### config.mk
export PLATFORM = sky130hd
export DESIGN_NAME = instruction_decode
export DESIGN_NICKNAME = d
export VERILOG_FILES = /design/src/rtl/instruction_decode_pkg.sv /design/src/rtl/instruction_decode_register_file.sv /design/src/rtl/instruction_decode.sv
export SDC_FILE = /design/constraint.sdc
export NUM_CORES = 2
export LEC_CHECK = 0
export CAP_MARGIN = 40
export CORE_MARGIN = 2
export CORE_UTILIZATION = 60
export CTS_CLUSTER_DIAMETER = 100
export DETAILED_ROUTE_END_ITERATION = 12
export PLACE_DENSITY = 0.85
export SYNTH_ARGS = -nofsm -noshare
export SYNTH_HDL_FRONTEND = slang
export SYNTH_SLANG_ARGS = --single-unit
### constraint.sdc
create_clock -name Clock -period 11.6 [get_ports Clock]
set_clock_uncertainty 0.15 [all_clocks]
set_input_delay 1.74 -clock Clock [delete_from_list [all_inputs] [get_ports Clock]]
set_output_delay 1.74 -clock Clock [all_outputs]
set_load 0.02 [all_outputs]
### src/rtl/instruction_decode_pkg.sv
// Shared constants for the MIPS decode stage: opcodes, funct codes, branch
// kinds, access widths, ALU operand selects and the packed control bundle.
package instruction_decode_pkg;

  localparam logic [5:0] OP_RTYPE  = 6'h00;
  localparam logic [5:0] OP_REGIMM = 6'h01;
  localparam logic [5:0] OP_J      = 6'h02;
  localparam logic [5:0] OP_JAL    = 6'h03;
  localparam logic [5:0] OP_BEQ    = 6'h04;
  localparam logic [5:0] OP_BNE    = 6'h05;
  localparam logic [5:0] OP_BLEZ   = 6'h06;
  localparam logic [5:0] OP_BGTZ   = 6'h07;
  localparam logic [5:0] OP_ADDI   = 6'h08;
  localparam logic [5:0] OP_SLTI   = 6'h0A;
  localparam logic [5:0] OP_ANDI   = 6'h0C;
  localparam logic [5:0] OP_ORI    = 6'h0D;
  localparam logic [5:0] OP_XORI   = 6'h0E;
  localparam logic [5:0] OP_LB     = 6'h20;
  localparam logic [5:0] OP_LH     = 6'h21;
  localparam logic [5:0] OP_LW     = 6'h23;
  localparam logic [5:0] OP_SB     = 6'h28;
  localparam logic [5:0] OP_SH     = 6'h29;
  localparam logic [5:0] OP_SW     = 6'h2B;

  localparam logic [5:0] FN_SLL = 6'h00;
  localparam logic [5:0] FN_SRL = 6'h02;
  localparam logic [5:0] FN_JR  = 6'h08;
  localparam logic [5:0] FN_ADD = 6'h20;
  localparam logic [5:0] FN_SUB = 6'h22;
  localparam logic [5:0] FN_AND = 6'h24;
  localparam logic [5:0] FN_OR  = 6'h25;
  localparam logic [5:0] FN_XOR = 6'h26;
  localparam logic [5:0] FN_NOR = 6'h27;
  localparam logic [5:0] FN_SLT = 6'h2A;

  // REGIMM opcode distinguishes bltz/bgez by the rt field
  localparam logic [4:0] RT_BLTZ = 5'd0;
  localparam logic [4:0] RT_BGEZ = 5'd1;

  typedef enum logic [4:0] {
    BR_NONE = 5'd0,
    BR_BEQ  = 5'd1,
    BR_BNE  = 5'd2,
    BR_BGTZ = 5'd3,
    BR_BLEZ = 5'd4,
    BR_BLTZ = 5'd5,
    BR_BGEZ = 5'd6,
    BR_J    = 5'd7,
    BR_JAL  = 5'd8,
    BR_JR   = 5'd9
  } branch_sel_e;

  typedef enum logic [1:0] {
    WIDTH_WORD = 2'b00,
    WIDTH_HALF = 2'b01,
    WIDTH_BYTE = 2'b10
  } width_e;

  typedef enum logic [1:0] {
    SRC1_REG  = 2'b00,
    SRC1_IMM  = 2'b01,
    SRC1_ZERO = 2'b10
  } alu_src1_e;

  typedef struct packed {
    logic        reg_dst;
    logic        alu_src0;
    alu_src1_e   alu_src1;
    logic        r_enable;
    logic        w_enable;
    width_e      r_width;
    width_e      w_width;
    logic        mem_to_reg;
    logic        reg_write;
    branch_sel_e branch_sel;
  } ctrl_t;

  localparam ctrl_t CTRL_NOP = '0;

endpackage

### src/rtl/instruction_decode_register_file.sv
// 32x32 register file: two combinational read ports, one write port,
// synchronous active-low clear. Define DECODE_BYPASS_EN for write-before-read.
module register_file
  import instruction_decode_pkg::*;
(
  input  logic        Clock,
  input  logic        Reset_n,
  input  logic [4:0]  rs_addr,
  input  logic [4:0]  rt_addr,
  input  logic [4:0]  wr_addr,
  input  logic [31:0] wr_data,
  input  logic        wr_en,
  output logic [31:0] rs_data,
  output logic [31:0] rt_data
);

  logic [31:0] regs [32];

  always_ff @(posedge Clock) begin
    if (!Reset_n) begin
      for (int i = 0; i < 32; i++) regs[i] <= '0;
    end else if (wr_en && (wr_addr != 5'd0)) begin
      regs[wr_addr] <= wr_data;
    end
  end

  // $0 is hardwired to zero and both ports read zero while reset is held
  always_comb begin
    rs_data = '0;
    rt_data = '0;
    if (Reset_n) begin
      if (rs_addr != 5'd0) rs_data = regs[rs_addr];
      if (rt_addr != 5'd0) rt_data = regs[rt_addr];
`ifdef DECODE_BYPASS_EN
      if (wr_en && (wr_addr != 5'd0) && (wr_addr == rs_addr)) rs_data = wr_data;
      if (wr_en && (wr_addr != 5'd0) && (wr_addr == rt_addr)) rt_data = wr_data;
`endif
    end
  end

endmodule

### src/rtl/instruction_decode.sv
// MIPS ID stage: control decode, immediate extension and register file.
// Optional same-cycle writeback bypass is enabled with DECODE_BYPASS_EN.
module instruction_decode
  import instruction_decode_pkg::*;
(
  input  logic        Clock,
  input  logic        Reset_n,
  input  logic [31:0] Instruction,
  input  logic [4:0]  RegDestSelected_WB,
  input  logic [31:0] RegWriteData_WB,
  input  logic        RegWrite_WB,
  output logic        PCSel,
  output logic        RegDst,
  output logic        ALUSrc0,
  output logic [1:0]  ALUSrc1,
  output logic        R_Enable,
  output logic        W_Enable,
  output logic [1:0]  R_Width,
  output logic [1:0]  W_Width,
  output logic        MemToReg,
  output logic        RegWrite,
  output logic [4:0]  BranchSel,
  output logic [31:0] Reg_Data1,
  output logic [31:0] Reg_Data2,
  output logic [31:0] Imm32b
);

  logic [5:0]  opcode;
  logic [4:0]  rs;
  logic [4:0]  rt;
  logic [5:0]  funct;
  logic [15:0] imm16;
  ctrl_t       ctrl;
  ctrl_t       ctrl_out;
  logic        zero_ext;

  assign opcode = Instruction[31:26];
  assign rs     = Instruction[25:21];
  assign rt     = Instruction[20:16];
  assign funct  = Instruction[5:0];
  assign imm16  = Instruction[15:0];

  always_comb begin
    ctrl     = CTRL_NOP;
    zero_ext = 1'b0;
    case (opcode)
      OP_RTYPE: begin
        ctrl.reg_dst   = 1'b1;
        ctrl.reg_write = 1'b1;
        case (funct)
          FN_ADD, FN_SUB, FN_AND, FN_OR, FN_NOR, FN_XOR, FN_SLT: ;
          FN_SLL, FN_SRL: ctrl.alu_src0 = 1'b1;
          FN_JR: begin
            ctrl.reg_write  = 1'b0;
            ctrl.branch_sel = BR_JR;
          end
          default: ctrl = CTRL_NOP;
        endcase
      end
      OP_ADDI, OP_SLTI, OP_ANDI, OP_ORI, OP_XORI: begin
        ctrl.alu_src1  = SRC1_IMM;
        ctrl.reg_write = 1'b1;
        zero_ext       = (opcode == OP_ANDI) || (opcode == OP_ORI) || (opcode == OP_XORI);
      end
      OP_LW, OP_LH, OP_LB: begin
        ctrl.r_enable   = 1'b1;
        ctrl.mem_to_reg = 1'b1;
        ctrl.reg_write  = 1'b1;
        ctrl.alu_src1   = SRC1_IMM;
        ctrl.r_width    = (opcode == OP_LW) ? WIDTH_WORD :
                          (opcode == OP_LH) ? WIDTH_HALF : WIDTH_BYTE;
      end
      OP_SW, OP_SH, OP_SB: begin
        ctrl.w_enable = 1'b1;
        ctrl.alu_src1 = SRC1_IMM;
        ctrl.w_width  = (opcode == OP_SW) ? WIDTH_WORD :
                        (opcode == OP_SH) ? WIDTH_HALF : WIDTH_BYTE;
      end
      OP_BEQ:  ctrl.branch_sel = BR_BEQ;
      OP_BNE:  ctrl.branch_sel = BR_BNE;
      OP_BGTZ: begin
        ctrl.branch_sel = BR_BGTZ;
        ctrl.alu_src1   = SRC1_ZERO;
      end
      OP_BLEZ: begin
        ctrl.branch_sel = BR_BLEZ;
        ctrl.alu_src1   = SRC1_ZERO;
      end
      OP_REGIMM: begin
        if (rt == RT_BLTZ) begin
          ctrl.branch_sel = BR_BLTZ;
          ctrl.alu_src1   = SRC1_ZERO;
        end else if (rt == RT_BGEZ) begin
          ctrl.branch_sel = BR_BGEZ;
          ctrl.alu_src1   = SRC1_ZERO;
        end
      end
      OP_J:   ctrl.branch_sel = BR_J;
      // $31 as destination is resolved downstream from BranchSel
      OP_JAL: begin
        ctrl.branch_sel = BR_JAL;
        ctrl.reg_write  = 1'b1;
      end
      default: ctrl = CTRL_NOP;
    endcase
  end

  assign ctrl_out = Reset_n ? ctrl : CTRL_NOP;
  assign Imm32b   = zero_ext ? {16'h0000, imm16} : {{16{imm16[15]}}, imm16};

  assign PCSel     = (ctrl_out.branch_sel != BR_NONE);
  assign RegDst    = ctrl_out.reg_dst;
  assign ALUSrc0   = ctrl_out.alu_src0;
  assign ALUSrc1   = ctrl_out.alu_src1;
  assign R_Enable  = ctrl_out.r_enable;
  assign W_Enable  = ctrl_out.w_enable;
  assign R_Width   = ctrl_out.r_width;
  assign W_Width   = ctrl_out.w_width;
  assign MemToReg  = ctrl_out.mem_to_reg;
  assign RegWrite  = ctrl_out.reg_write;
  assign BranchSel = ctrl_out.branch_sel;

  register_file u_register_file (
    .Clock   (Clock),
    .Reset_n (Reset_n),
    .rs_addr (rs),
    .rt_addr (rt),
    .wr_addr (RegDestSelected_WB),
    .wr_data (RegWriteData_WB),
    .wr_en   (RegWrite_WB),
    .rs_data (Reg_Data1),
    .rt_data (Reg_Data2)
  );

endmodule

==> key figures <==
Placed design
  – Placed Area: 0.0586 mm2
  – Port Buf Inserts: 166
  – HPWL Detailed: 101 mm
  – Place WS: 4190 ps
  – GPL Wtd Cong: 0.874

Detailed routing
  – 1st-iter DRT viols: 6353
  – DRT Pass-1 Iters: 9
  – Vias: 36600
  – Final wirelength: 173 mm
  – DRC viols: 0
  – Vias/cell: 7.57
  – Routed Antenna Nets: 0
  – DR WL/cell: 35.9 um

Pwr
  – Leak: 21.6 nW
  – Comb pwr share: 13.0%
  – Int Power: 0.00668 W
  – Sw power: 0.00225 W
  – Maximum vdd drop: 0.000142 V
  – Seq pwr share: 49.2%
  – Switching portion of total power: 25.2%
  – Total power: 0.00893 W
  – Pwr/cell area: 144 mW/mm2
  – Clk pwr share: 37.8%

Setup path
  – Top Family by Delay on Critical Path: buffers and inverters
  – Crit path max fanout: 49
  – CP endpoint kind: output port
  – Critical path buffers and inverters: 4
  – Crit path kind: input port to output port
  – CP arrival: 5550 ps
  – Critical path's slowest cell: and2_1
  – Critical-path cell list: buf_6 -> buf_4 -> and2_1 -> buf_4 -> a221oi_1 -> o21ai_0 -> and2_1 -> clkdlybuf4s50_1
  – Worst path max stage delay: 790 ps
  – Crit path launch type: input port
  – CP required: 9710 ps

CTS
  – Post-CTS Setup Repair Bufs: 0
  – TritonCTS clock tree: built
  – Hold Buf Count CTS: 0
  – Clock sinks: 1024
  – Clock-pin slew on the worst setup and hold paths: 60 ps
  – CTS max path bufs: 3
  – PostCTS Resize Cnt: 0
  – TritonCTS Buffers: 102
  – Clock root cell: clkbuf_16
  – H-Tree Level Count: 3

Layout
  – Fin util: 67.9%
  – Syn-to-layout area delta: 12.7%
  – Biggest register: u_register_file.regs
  – Largest registers: u_register_file.regs: 1024 flops
  – Proportion of layout cells with a drive suffix above 1: 24.2%
  – Max FFs per register: 1024
  – Post-layout net count: 3630
  – Layout fillers: 5597
  – Post-route design area: 0.0620 mm2

Synthesis
  – Post-synthesis instance total: 3546
  – Yosys top cell by area: edfxtp_1
  – Mean Syn Cell Area: 15.5 um2
  – Share of the synthesized area in the top cell type: 55.9%
  – Post-Synthesis Cell Area: 0.0550 mm2
  – Main synth FF type: edfxtp_1
  – Share of synthesized flip-flops with an asynchronous set or reset: 0%
  – Yosys Warn Count: 0
  – Number of synthesized register bits: 1024
  – Seq/Total Area, Yosys: 55.9%
  – Top post-synthesis cells by count: 1024 x edfxtp_1, 927 x and2_1, 508 x mux4_2
  – Netlist cell types: 50
  – Top post-synthesis cells by area: edfxtp_1 56%, mux4_2 21%, and2_1 11%, mux2i_1 4.1%, clkbuf_1 1.9%
  – Post-synth EDFFs: 1024
  – Most frequent cell after synthesis: edfxtp_1

Worst hold path
  – Hold Path End: u_register_file.regs[28][11]$_SDFFCE_PN0P_
  – Worst min path class: input port to flop
  – Worst hold stages: 2
  – HP Start: RegWriteData_WB[11]

Floorplanning
  – Die Y-Extent: 307 um
  – Num rows: 111
  – Die width: 307 um
  – DIE AREA: 0.0941 mm2
  – Core area: 0.0912 mm2
  – Initial Util: 60.3%
  – IO Pins: 186

Global route
  – First-pass GRT wire length: 249 mm
  – Largest net degree at the start of global routing: 139
  – Initial antenna violation count: 9
  – Gr ovfl total: 0
  – Vias in the first global route: 36600
  – Gr usage total: 37.0%

STA
  – Final Cycle Share: 64.1%
  – Maximum clock rate: 134 MHz
  – Hold Vio Cnt, Final: 0
  – Final worst slack: 4160 ps
  – Slew Limit Fails: 0
  – Least-Margin Pin Slew: 1060 ps
  – RSZ-0062 raised after global routing: no
  – Tmin final: 7440 ps
  – Setup TNS: 0 ps
  – Finish-stage setup viols: 0
  – Relative slew slack: 28.5%

Job
  – Max Cap Viol: 0

Run status
  – Run status: finished clean
[cell type report]
| type | count | area [um2] | share of cell area (%) |
|---|---|---|---|
| sequential | 1024 | 30700 | 49.6 |
| tap | 1186 | 1480 | 2.39 |
| timing repair buffer | 299 | 3380 | 5.46 |
| inverter | 5 | 18.8 | 0.0303 |
| multi-input combinational | 2126 | 23000 | 37.1 |
| antenna | 3 | 7.51 | 0.0121 |
| clock inverter | 64 | 683 | 1.10 |
| clock buffer | 121 | 2650 | 4.27 |
[stage by stage]
| stage | cells | hold slack, ps |
|---|---|---|
| global placement | 4582 | 2490 |
| floorplan | 3578 | 1810 |
| detailed placement | 4637 | 2370 |
| CTS | 4822 | 1670 |
| global route | 4825 | 1680 |
| finish | 4828 | 1670 |
[placed cells by master (no fill, tap or decap), types with 20 or more instances in the layout]
cell type	count
o221ai_1	59
o21ai_4	28
edfxtp_1	1024
mux4_2	508
nand2_1	20
o22a_1	33
conb_1	33
o21ai_0	26
clkbuf_16	103
and2_1	927
a221oi_1	30
clkinv_1	21
buf_4	74
mux2i_1	224
buf_8	24
and3_1	97
clkdlybuf4s50_1	157
[worst max-delay path by stage]
stage | from | to | slack, ps | cells past startpoint
2_1_floorplan | Reset_n | Reg_Data1[0] | 5870 | 6
3_3_place_gp | Instruction[21] | Reg_Data1[3] | 4200 | 7
3_5_place_dp | Instruction[21] | Reg_Data1[3] | 4190 | 7
4_1_cts | Instruction[21] | Reg_Data1[3] | 4150 | 7
5_1_grt | Instruction[21] | Reg_Data1[3] | 3980 | 7
6_report | Instruction[18] | Reg_Data2[2] | 4160 | 8
[layer usage]
layer	up-vias	global-route usage (%)	wire length, um
met1	18200	47.6	55000
met4	16	21.9	12400
li1	13800	-	-
met5	-	0	96
met2	3779	55.7	77900
met3	786	11.9	27700
[power by group through the flow]
| stage | Combinational [W] | Clock, W | Sequential (W) |
|---|---|---|---|
| 3_3_place_gp | 0.00108 | 0 | 0.00444 |
| 4_1_cts | 0.00113 | 0.00336 | 0.00439 |
| 3_5_place_dp | 0.00112 | 0 | 0.00446 |
| 2_1_floorplan | 0.000719 | 0 | 0.00442 |
| 5_1_grt | 0.00119 | 0.00348 | 0.00441 |
| 6_report | 0.00116 | 0.00337 | 0.00440 |
[logic make-up (layout without fill, tap and decap cells)]
kind of cell / count (synthesis) / in the layout / synth area share, %
buffers and inverters: 428 / 489 / 3.42
multiplexers: 739 / 739 / 25.0
other: 1 / 36 / 0.00682
AO/OA/AOI/OAI: 214 / 214 / 2.94
XOR/XNOR: 1 / 1 / 0.0159
flip-flops: 1024 / 1024 / 55.9
AND/OR/NAND/NOR: 1139 / 1139 / 12.7
Note: power is estimated with default switching activity, not from simulation.
